$ cat src/rtl/seq_det_pkg.sv
// seq_det_pkg: shared defaults and overlap-mode encodings for the sequence detector
package seq_det_pkg;
    localparam int OVERLAP_OFF = 0;
    localparam int OVERLAP_ON = 1;
    localparam int DEF_PAT_LEN = 3;
    localparam logic [DEF_PAT_LEN-1:0] DEF_PATTERN = 3'b101;
    localparam int DEF_OVERLAP = OVERLAP_ON;
    localparam int DEF_CNT_W = 8;
endpackage

$ cat src/rtl/seq_detector_param_sat_counter.sv
// sat_counter: up-counter that sticks at all-ones, with synchronous clear
module sat_counter #(
    parameter int WIDTH = 8
) (
    input  logic             clk,
    input  logic             reset,
    input  logic             clr,
    input  logic             inc,
    output logic [WIDTH-1:0] count
);
    always_ff @(posedge clk or posedge reset)
        if (reset)
            count <= '0;
        else
            count <= clr ? '0 : (inc && count != '1) ? count + 1'b1 : count;
endmodule

$ cat src/rtl/seq_detector_param.sv
// seq_detector_param: Mealy detector for a PAT_LEN-bit serial pattern, with
// optional overlap, gapped input (in_valid), flush and a saturating match count.
module seq_detector_param
    import seq_det_pkg::*;
#(
    parameter int PAT_LEN = DEF_PAT_LEN,
    parameter logic [PAT_LEN-1:0] PATTERN = DEF_PATTERN,
    parameter int OVERLAP = DEF_OVERLAP,
    parameter int CNT_W = DEF_CNT_W
) (
    input  logic             clk,
    input  logic             reset,
    input  logic             in_valid,
    input  logic             in_bit,
    input  logic             clear,
    output logic             detected,
    output logic             detected_q,
    output logic [CNT_W-1:0] match_count
);
    localparam int FW = $clog2(PAT_LEN);
    localparam logic [FW-1:0] FULL = FW'(PAT_LEN - 1);

    if (PAT_LEN < 2 || PAT_LEN > 16) begin : g_bad_len
        $error("seq_detector_param: PAT_LEN must be in 2..16");
    end

    logic [PAT_LEN-2:0] hist, hist_n;
    logic [FW-1:0]      fill, fill_n;
    logic [PAT_LEN-1:0] sh;
    logic               full;

    // Shifting through a PAT_LEN-wide window keeps PAT_LEN=2 free of a negative slice
    always_comb begin
        sh = {hist, in_bit};
        full = fill == FULL;
        detected = !reset && in_valid && !clear && full && sh == PATTERN;
        hist_n = clear ? '0 : in_valid ? sh[PAT_LEN-2:0] : hist;
        fill_n = clear ? '0 : !in_valid ? fill :
                 (detected && OVERLAP == OVERLAP_OFF) ? '0 : full ? fill : fill + 1'b1;
    end

    always_ff @(posedge clk or posedge reset)
        if (reset) begin
            hist <= '0;
            fill <= '0;
            detected_q <= 1'b0;
        end else begin
            hist <= hist_n;
            fill <= fill_n;
            detected_q <= detected;
        end

    sat_counter #(.WIDTH(CNT_W)) u_cnt (
        .clk  (clk),
        .reset(reset),
        .clr  (clear),
        .inc  (detected),
        .count(match_count)
    );
endmodule
$ cat config.mk
export PLATFORM = sky130hd
export DESIGN_NAME = seq_detector_param
export DESIGN_NICKNAME = d
export VERILOG_FILES = /design/src/rtl/seq_det_pkg.sv /design/src/rtl/seq_detector_param_sat_counter.sv /design/src/rtl/seq_detector_param.sv
export SDC_FILE = /design/constraint.sdc
export NUM_CORES = 1
export LEC_CHECK = 0
export ABC_AREA = 1
export ABC_CLOCK_PERIOD_IN_PS = 3800
export BUFFER_PORTS_ARGS = -buffer_cell sky130_fd_sc_hd__clkbuf_2
export CAP_MARGIN = 40
export CORE_MARGIN = 5
export CORE_UTILIZATION = 30
export DETAILED_ROUTE_END_ITERATION = 12
export GPL_TIMING_DRIVEN = 0
export PLACE_DENSITY_LB_ADDON = 0.12
export SYNTH_ARGS = -nofsm -noshare
export SYNTH_HDL_FRONTEND = slang
export SYNTH_SLANG_ARGS = --single-unit
$ cat constraint.sdc
create_clock -name clk -period 3.8 [get_ports clk]
set_input_delay 0.19 -clock clk [delete_from_list [all_inputs] [get_ports clk]]
set_output_delay 0.19 -clock clk [all_outputs]
set_load 0.03 [all_outputs]
==> flow_metrics.py, run 1 <==
metrics = {
    "setup_path": {
        "crit_path_max_incr_delay_ns": 0.53,
        "crit_arrival_ns": 1.79,
        "critPathKind": "in2out",
        "critPathTopFamily": "buffers and inverters",
        "cp-start-kind": "input pin",
        "crit_buf_inv": 4,
        "path_max_fanout": 15,
        "cpMaxStageDelayCell": "dlygate4sd3_1",
        "path_cells": "dlygate4sd3_1 > clkbuf_2 > inv_1 > nand2_4 > nor2_8 > clkbuf_2",
        "crit_top_cell": "clkbuf_2",
        "cp.required_ns": 3.61,
        "endpoint_kind": "primary output",
    },
    "routing": {
        "dr.pass1.iters": 4,
        "route.detailed.wl_per_inst_um": 11.6,
        "wl_mm": 1.71,
        "vias": 675,
        "postRouteAntennaNets": 0,
        "viasPerCell": 4.59,
        "drtIter0Drc": 9,
        "drc": 0,
    },
    "global_routing": {
        "grt_pass1_wl_mm": 2.97,
        "antenna_found_initial": 0,
        "grt_usage_pct": 10.7,
        "grt.overflow.total": 0,
        "grt_pass1_vias": 696,
        "grt_max_degree": 16,
    },
    "floorplan": {
        "core-area_mm2": 0.00252,
        "dieArea_mm2": 0.00384,
        "initial_core_util_pct": 32.1,
        "fp.dieW_um": 61.9,
        "rows": 18,
        "io_pins": 15,
        "die_h_um": 61.9,
    },
    "clock_network": {
        "cts_tree": "done",
        "clkSlewWorstSetupHoldPaths_ns": 0.08,
        "cts_setup_buffers": 0,
        "clock_latency_ns": 0.28,
        "cts.path.max_buffers": 2,
        "tritoncts_num_sinks": 13,
        "cts_buffers": 3,
        "clockRootBuffer": "clkbuf_4",
        "cts_max_level": 1,
        "cts-resized-gates": 0,
    },
    "place": {
        "hpwl_mm": 1.29,
        "io_buffers": 13,
        "placed_cells": 142,
        "placed_area_um2": 912,
        "place.gp.congestion": 0.754,
        "place_ws_ns": 2.30,
    },
    "final_layout": {
        "area_growth_pct": 17.2,
        "drive_gt1_share_pct": 28.2,
        "stdcell_area_um2": 948,
        "nNetsFinal": 125,
        "fill_cells": 280,
        "diodes": 0,
        "layout.cells.non_filler": 147,
        "utilization_pct": 37.6,
    },
    "power_and_ir_drop": {
        "p_leak_nw": 0.532,
        "ir_worst_vdd_uv": 129,
        "finalPower_mw": 0.263,
        "powerDensity_mw_per_mm2": 277,
    },
    "synthesis": {
        "synth_area_per_cell_um2": 8.18,
        "yosysUniqueCellTypes": 22,
        "syn_area_um2": 810,
        "synth_cells": 99,
        "ys_seq_area_share_pct": 40.2,
        "synth.largest_area_cell": "dfrtp_1",
        "synth_area_leaders": "dfrtp_1 (40%), nand2_1 (8.8%), nand3_1 (8.0%)",
        "synth.net_count": 106,
        "synth_top_area_share_pct": 40.2,
        "synth_seq_cells": 13,
        "ys_warn_count": 0,
    },
    "sta": {
        "whs_ns": 0.130,
        "maxSlewHeadroom_pct": 57.5,
        "fin_setup_tns_ns": 0,
        "finalCritPeriodShare_pct": 52.1,
        "period_needed_ns": 1.98,
        "drv_slew": 0,
        "tightest_slew_ns": 0.636,
        "fmax_mhz": 505,
        "finalHoldViolCount": 0,
        "worst_slack_ns": 1.82,
        "skew_ns": 0.00457,
        "rsz0062_at_grt": "false",
        "setup_violations": 0,
    },
    "worst_hold_path": {
        "hold_class": "in2reg",
    },
    "flow_run": {
        "maxCapViolCount": 0,
    },
    "status": {
        "status": "completed",
    },
}
==> layout make-up <==
class / instances / area (um2) / share of cell area [%]
inverter: 13 / 48.8 / 5.15
tap: 30 / 37.5 / 3.96
sequential: 13 / 325 / 34.3
multi-input combinational: 71 / 413 / 43.5
clock buffer: 4 / 26.3 / 2.77
timing repair buffer: 14 / 75.1 / 7.92
buffer: 2 / 22.5 / 2.37
==> synthesized netlist by cell type <==
cell type and instances:
nand2_4 3, a211oi_1 1, nand3_2 1, xor2_1 2
a21o_1 1, a21oi_1 3, nor2_8 1, or2_2 1
ha_1 2, nand3_1 13, nor3_1 2, inv_1 11
dfrtp_1 13, nand2_2 3, inv_2 2, nand4_1 2
nor2_1 12, o21ai_0 1, o21ai_2 1, nand2_1 19
buf_6 2, nor2_4 3
==> sequential cells by signal, indices dropped and copies added, names as in the netlist <==
signal / cells
u_cnt.count: 8
detected_q: 1
fill: 2
hist: 2
==> layout by cell type (no fill, tap or decap), types with 3 or more instances in the layout <==
| cell | Yosys | routed |
|---|---|---|
| nor2_4 | 3 | 3 |
| clkbuf_2 | 0 | 13 |
| nor2_1 | 12 | 12 |
| nand2_2 | 3 | 3 |
| nand3_1 | 13 | 13 |
| nand2_1 | 19 | 19 |
| inv_1 | 11 | 11 |
| dfrtp_1 | 13 | 13 |
| nand2_4 | 3 | 3 |
| a21oi_1 | 3 | 3 |
| clkbuf_4 | 0 | 3 |
==> repair_timing <==
action                     CTS  global route
hold buffers                 1             0
hold endpoints to repair    13             0
setup endpoints to repair    0             0
==> power by group <==
group | internal (mW) | total, mW | switching, mW
registers | 0.142 | 0.145 | 0.00204
clock network | 0.0407 | 0.0875 | 0.0469
logic | 0.0113 | 0.0311 | 0.0198
==> per-layer routing <==
layer	share of wire (%)	global-route usage, %	wire length [um]
met5	0	0	0
met4	1.1	6.36	19
met3	3.2	1.86	54
met2	46	17.0	786
met1	50	13.5	853
==> worst paths after layout <==
| path | from | slack, ns | to | depth (start not counted) |
|---|---|---|---|---|
| setup / recovery | reset | 1.82 | detected | 6 |
| hold / removal | clear | 0.13 | fill[0] | 2 |
| setup reg to reg | u_cnt.count[0] | 2.40 | u_cnt.count[7] | 8 |
| hold reg to reg | hist[1] | 0.57 | hist[1] | 2 |
| max in group asynchronous | reset | 2.87 | fill[0] | 3 |
| min in group asynchronous | reset | 0.52 | u_cnt.count[1] | 3 |
==> kinds of logic (layout without fill, tap and decap cells) <==
family	count (synthesis)	count (layout)	share of synthesized area [%]
buf+inv	15	33	8.81
flops	13	13	40.2
simple gates	60	60	40.3
fa+ha+maj	2	2	3.09
compound gates	7	7	5.41
xor+xnor	2	2	2.16
(Power assumes the default switching activity.)
==> run 2: changes to the inputs <==
ABC_AREA = 0   (was 1)
ABC_CLOCK_PERIOD_IN_PS = 2000   (was 3800)
clock period = 2 ns   (was 3.8 ns; I/O delays follow)
==> flow_metrics.py, run 2 <==
metrics = {
    "power_and_ir_drop": {
        "powerDensity_mw_per_mm2": 594,
        "ir_worst_vdd_uv": 298,
        "p_leak_nw": 0.394,
        "finalPower_mw": 0.478,
    },
    "worst_hold_path": {
        "holdPathEnd": "u_cnt.count[4]",
        "worstHoldPathCells": 2,
        "min-delay-start": "clear",
        "hold_class": "in2reg",
    },
    "final_layout": {
        "biggestRegsByFlops": "u_cnt.count: 8 flops, fill: 2 flops, hist: 2 flops",
        "final_common_cell": "clkbuf_2",
        "largest_reg_flops": 8,
        "area_growth_pct": 21.3,
        "fill_cells": 244,
        "regArea_um2": 325,
        "largest_register": "u_cnt.count",
        "diodes": 0,
        "nNetsFinal": 91,
        "multi_input_area_um2": 312,
        "drive_gt1_share_pct": 24.1,
        "final_cell_mix": "clkbuf_2 (14), dfrtp_1 (13), nor2_1 (9)",
    },
    "global_routing": {
        "antenna_found_initial": 0,
        "grt_max_degree": 14,
        "grt.overflow.total": 0,
        "grt_pass1_vias": 533,
        "grt_pass1_wl_mm": 2.24,
        "grt_usage_pct": 8.93,
    },
    "floorplan": {
        "die_h_um": 57.0,
        "rows": 17,
        "core-area_mm2": 0.00217,
        "initial_core_util_pct": 30.6,
        "fp.dieW_um": 57.0,
        "dieArea_mm2": 0.00325,
        "io_pins": 15,
    },
    "place": {
        "io_buffers": 14,
        "place_ws_ns": 0.197,
        "hpwl_um": 995,
        "place.gp.congestion": 0.663,
    },
    "routing": {
        "wl_met2_um": 621,
        "wl_mm": 1.28,
        "m1WireLength_um": 578,
        "drc": 0,
        "viasPerCell": 4.89,
        "vias": 543,
        "wl_met3_um": 67,
        "route.detailed.wl_per_inst_um": 11.5,
        "drtIter0Drc": 6,
        "postRouteAntennaNets": 0,
        "dr.pass1.iters": 3,
        "dr.max_layer_used": "met4",
    },
    "clock_network": {
        "cts_buffers": 3,
        "clkSlewWorstSetupHoldPaths_ns": 0.08,
        "cts-resized-gates": 0,
        "clock_latency_ns": 0.27,
        "cts_tree": "done",
        "cts.path.max_buffers": 2,
        "clockRootBuffer": "clkbuf_4",
        "tritoncts_num_sinks": 13,
        "cts_setup_buffers": 0,
        "holdBufCountCts": 1,
        "cts_max_level": 1,
    },
    "setup_path": {
        "cp.required_ns": 2.20,
        "rr_endpoint": "u_cnt.count[7]",
        "reg2reg_slack_ns": 0.19,
        "reg2regPathDepth": 6,
        "crit_arrival_ns": 2.01,
        "r2r-start": "u_cnt.count[0]",
        "critPathKind": "reg2reg",
        "endpoint_kind": "register",
        "path_max_fanout": 10,
        "cp-start-kind": "register",
    },
    "synthesis": {
        "synthTopCellsByCount": "dfrtp_1 (13), nor2_1 (9), a21oi_1 (5)",
        "yosysUniqueCellTypes": 26,
        "synth-edff-count": 0,
        "synth_cells": 64,
        "synth_most_common_cell": "dfrtp_1",
        "synth_area_per_cell_um2": 10.4,
        "synth_top_area_share_pct": 49.1,
        "ys_warn_count": 0,
        "synth_area_leaders": "dfrtp_1 (49%), nor2_1 (5.1%), mux2i_1 (4.5%)",
        "async_flop_share_pct": 100,
        "synth.largest_area_cell": "dfrtp_1",
        "synth.net_count": 71,
        "synth_top_flop_cell": "dfrtp_1",
        "syn_area_um2": 663,
        "ys_seq_area_share_pct": 49.1,
        "synth_seq_cells": 13,
    },
    "sta": {
        "fmax_mhz": 551,
        "tightest_slew_ns": 0.503,
        "rsz0062_at_grt": "false",
        "skew_ns": 0.00441,
        "finalCritPeriodShare_pct": 90.7,
        "worst_slack_ns": 0.185,
        "drv_slew": 0,
        "setup_violations": 0,
        "period_needed_ns": 1.81,
        "fin_setup_tns_ns": 0,
        "finalHoldViolCount": 0,
        "maxSlewHeadroom_pct": 66.4,
    },
    "flow_run": {
        "maxCapViolCount": 0,
    },
    "status": {
        "status": "completed",
    },
}
==> run 2: cell count changes after synthesis, sizes merged, moves of 2 or more <==
cell   change
o31ai      +2
a21oi      +2
inv       -10
nand3     -10
nor3       -2
nand2     -22
or4        +2
mux2i      +3
nor2       -7
==> run 2: layer usage <==
metal | GRT usage, % | vias up
met4 | 5.96 | 0
met5 | 0 | -
met3 | 2.26 | 2
li1 | - | 269
met2 | 14.7 | 8
met1 | 10.2 | 264
==> run 2: cell families after synthesis <==
family | Yosys count | share of synthesized area [%]
simple gates | 25 | 21.5
compound gates | 13 | 13.2
flops | 13 | 49.1
buf+inv | 5 | 3.96
xor+xnor | 3 | 3.96
mux | 3 | 4.53
fa+ha+maj | 2 | 3.77
==> run 2: stage by stage <==
step | cell area [um2] | std cells | hold slack (ns) | utilization, %
floorplan | 663 | 64 | -0.0230 | -
global placement | 768 | 106 | 0.158 | 35.4
detailed placement | 768 | 106 | 0.155 | 35.4
CTS | 805 | 111 | 0.0133 | 37.1
global route | 805 | 111 | 0.0309 | 37.1
finish | 805 | 111 | 0.0217 | 37.1
==> run 2: worst max-delay path: stages, from the launching register on <==
cell and delay (ns):
dfrtp_1 0.43, ha_1 0.26, nand4_2 0.14, o211ai_2 0.12, buf_6 0.15, or4b_1 0.50, a21oi_1 0.14
==> run 2: area by class of cell <==
class | instances | area share (%)
buffer | 2 | 1.87
clock buffer | 4 | 3.27
inverter | 3 | 1.40
multi-input combinational | 46 | 38.7
sequential | 13 | 40.4
tap | 28 | 4.35
timing repair buffer | 15 | 9.95
==> run 2: power breakdown <==
group	internal (mW)	leakage, nW	switching [mW]
sequential	0.270	0.179	0.00445
combinational	0.0172	0.200	0.0226
clock	0.0772	0.0150	0.0865
==> run 2: worst max-delay path by stage <==
| stage | start | endpoint | slack [ns] | cells after the start |
|---|---|---|---|---|
| 4_1_cts | u_cnt.count[0] | u_cnt.count[7] | 0.17 | 6 |
| 2_1_floorplan | u_cnt.count[0] | u_cnt.count[7] | 0.13 | 6 |
| 5_1_grt | u_cnt.count[0] | u_cnt.count[7] | 0.05 | 6 |
| 6_report | u_cnt.count[0] | u_cnt.count[7] | 0.19 | 6 |
| 3_5_place_dp | u_cnt.count[0] | u_cnt.count[7] | 0.20 | 6 |
| 3_3_place_gp | u_cnt.count[0] | u_cnt.count[7] | 0.20 | 6 |
==> run 3: changes to the inputs <==
==> constraint.sdc (replaced) <==
create_clock -name clk -period 2 [get_ports clk]
set_input_delay 0.6 -clock clk [delete_from_list [all_inputs] [get_ports clk]]
set_output_delay 0.6 -clock clk [all_outputs]
set_load 0.03 [all_outputs]
==> flow_metrics.py, run 3 (same netlist as run 2, synthesis figures left out) <==
metrics = {
    "setup_path": {
        "crit_arrival_ns": 1.34,
        "endpoint_kind": "primary output",
        "critPathKind": "reg2out",
        "path_max_fanout": 3,
        "rr_endpoint": "u_cnt.count[7]",
        "cp-start-kind": "register",
        "reg2reg_slack_ns": 0.15,
        "crit_path_max_incr_delay_ns": 0.38,
        "r2r-start": "fill[0]",
        "path_cells": "inv_1 > ha_2 > and3b_2 > and2_4 > buf_8",
        "cpMaxStageDelayCell": "dfrtp_1",
        "cp.required_ns": 1.40,
        "reg2regPathDepth": 8,
    },
    "sta": {
        "drv_slew": 0,
        "finalHoldViolCount": 0,
        "tightest_slew_ns": 0.503,
        "rsz0062_at_grt": "true",
        "worst_slack_ns": 0.0587,
        "setup_violations": 0,
        "maxSlewHeadroom_pct": 66.4,
        "fin_setup_tns_ns": 0,
        "period_needed_ns": 1.94,
        "finalCritPeriodShare_pct": 97.1,
        "skew_ns": 0.00401,
        "fmax_mhz": 515,
    },
    "global_routing": {
        "antenna_found_initial": 0,
        "grt.overflow.total": 0,
        "grt_pass1_wl_mm": 2.23,
        "grt_max_degree": 14,
        "grt_pass1_vias": 529,
        "grt_usage_pct": 8.89,
    },
    "floorplan": {
        "io_pins": 15,
        "die_h_um": 57.0,
        "dieArea_mm2": 0.00325,
        "fp.dieW_um": 57.0,
        "core-area_mm2": 0.00217,
        "rows": 17,
        "initial_core_util_pct": 30.6,
    },
    "power_and_ir_drop": {
        "seqPwrFrac_pct": 56.5,
        "pwr-share-clk_pct": 33.6,
        "comb_power_share_pct": 9.9,
        "p_int_mw": 0.370,
        "powerDensity_mw_per_mm2": 582,
        "ir_worst_vdd_uv": 260,
        "p_sw_share_pct": 23.6,
        "p_leak_nw": 0.408,
        "switchingPower_mw": 0.115,
    },
    "clock_network": {
        "tritoncts_num_sinks": 13,
        "clockRootBuffer": "clkbuf_4",
        "cts.path.max_buffers": 2,
        "cts_max_level": 1,
        "clkSlewWorstSetupHoldPaths_ns": 0.08,
        "cts_buffers": 3,
        "cts_tree": "done",
        "clock_latency_ns": 0.27,
    },
    "final_layout": {
        "drive_gt1_share_pct": 30.6,
        "fill_cells": 240,
        "final_cell_mix": "dfrtp_1 (13), clkbuf_2 (13), nor2_1 (9)",
        "largest_reg_flops": 8,
        "stdcell_area_um2": 833,
        "multi_input_area_um2": 318,
        "utilization_pct": 38.4,
        "largest_register": "u_cnt.count",
        "nNetsFinal": 93,
        "diodes": 0,
        "area_growth_pct": 25.7,
        "regArea_um2": 325,
        "biggestRegsByFlops": "u_cnt.count: 8 flops, fill: 2 flops, hist: 2 flops",
    },
    "place": {
        "hpwl_um": 995,
        "placed_area_um2": 768,
        "io_buffers": 14,
        "place.gp.congestion": 0.663,
        "place_ws_ns": -0.00264,
    },
    "routing": {
        "route.detailed.wl_per_inst_um": 11.5,
        "dr.pass1.iters": 3,
        "drtIter0Drc": 6,
        "vias": 547,
        "drc": 0,
        "viasPerCell": 4.84,
        "postRouteAntennaNets": 0,
        "wl_mm": 1.30,
    },
    "worst_hold_path": {
        "hold_class": "in2async",
    },
    "flow_run": {
        "maxCapViolCount": 0,
    },
    "status": {
        "status": "completed",
    },
}
-- run 3: worst max-delay path by stage --
stage,to,slack (ns),cells past startpoint,from
floorplan,u_cnt.count[7],0.13,6,u_cnt.count[0]
global placement,detected,0.007,4,reset
detailed placement,detected,-0.003,4,reset
CTS,detected,0.02,4,fill[1]
global route,detected,-0.01,5,fill[0]
finish,detected,0.06,5,fill[0]
-- run 3: stage by stage --
stage | power [mW] | std cells | hold WS, ns
6_report | 0.485 | 113 | 0.336
5_1_grt | 0.511 | 113 | 0.381
4_1_cts | 0.490 | 112 | 0.352
3_5_place_dp | 0.319 | 106 | 0.516
3_3_place_gp | 0.318 | 106 | 0.511
2_1_floorplan | 0.306 | 64 | 0.477
-- run 3: power by group through the flow --
stage / Clock [mW] / Sequential, mW / Combinational (mW)
after detailed placement: 0 / 0.279 / 0.0394
after CTS: 0.171 / 0.274 / 0.0451
final: 0.163 / 0.274 / 0.0481
after floorplan: 0 / 0.279 / 0.0269
after global routing: 0.181 / 0.276 / 0.0545
after global placement: 0 / 0.280 / 0.0386
-- run 3: layout make-up --
type / count / share of cell area (%)
inverters: 3 / 1.35
multi-input cells: 46 / 38.1
repair buffers: 17 / 12.3
well taps: 28 / 4.20
flip-flops and latches: 13 / 39.0
clock buffers: 4 / 3.15
plain buffers: 2 / 1.80
-- run 3: timing repair --
action | in CTS | in global routing
cloned | 0 | 0
buffers inserted | 2 | 1
hold buffers | 0 | 0
pin swaps | 1 | 1
gates resized for setup | 5 | 1
setup endpoints to repair | 1 | 1
-- run 3: worst max-delay path, delay by kind of cell, from the launching register on --
family | cells | cell delay, ns
flops | 1 | 0.38
simple gates | 2 | 0.35
buf+inv | 2 | 0.18
fa+ha+maj | 1 | 0.16
-- run 3: per-layer routing --
metal	part of all wire [%]	routed length, um	vias up	GRT usage (%)
li1	-	-	271	-
met1	45	591	266	10.2
met2	48	631	8	14.5
met3	5.2	68	2	2.26
met4	1.0	13	0	5.96
met5	0	0	-	0
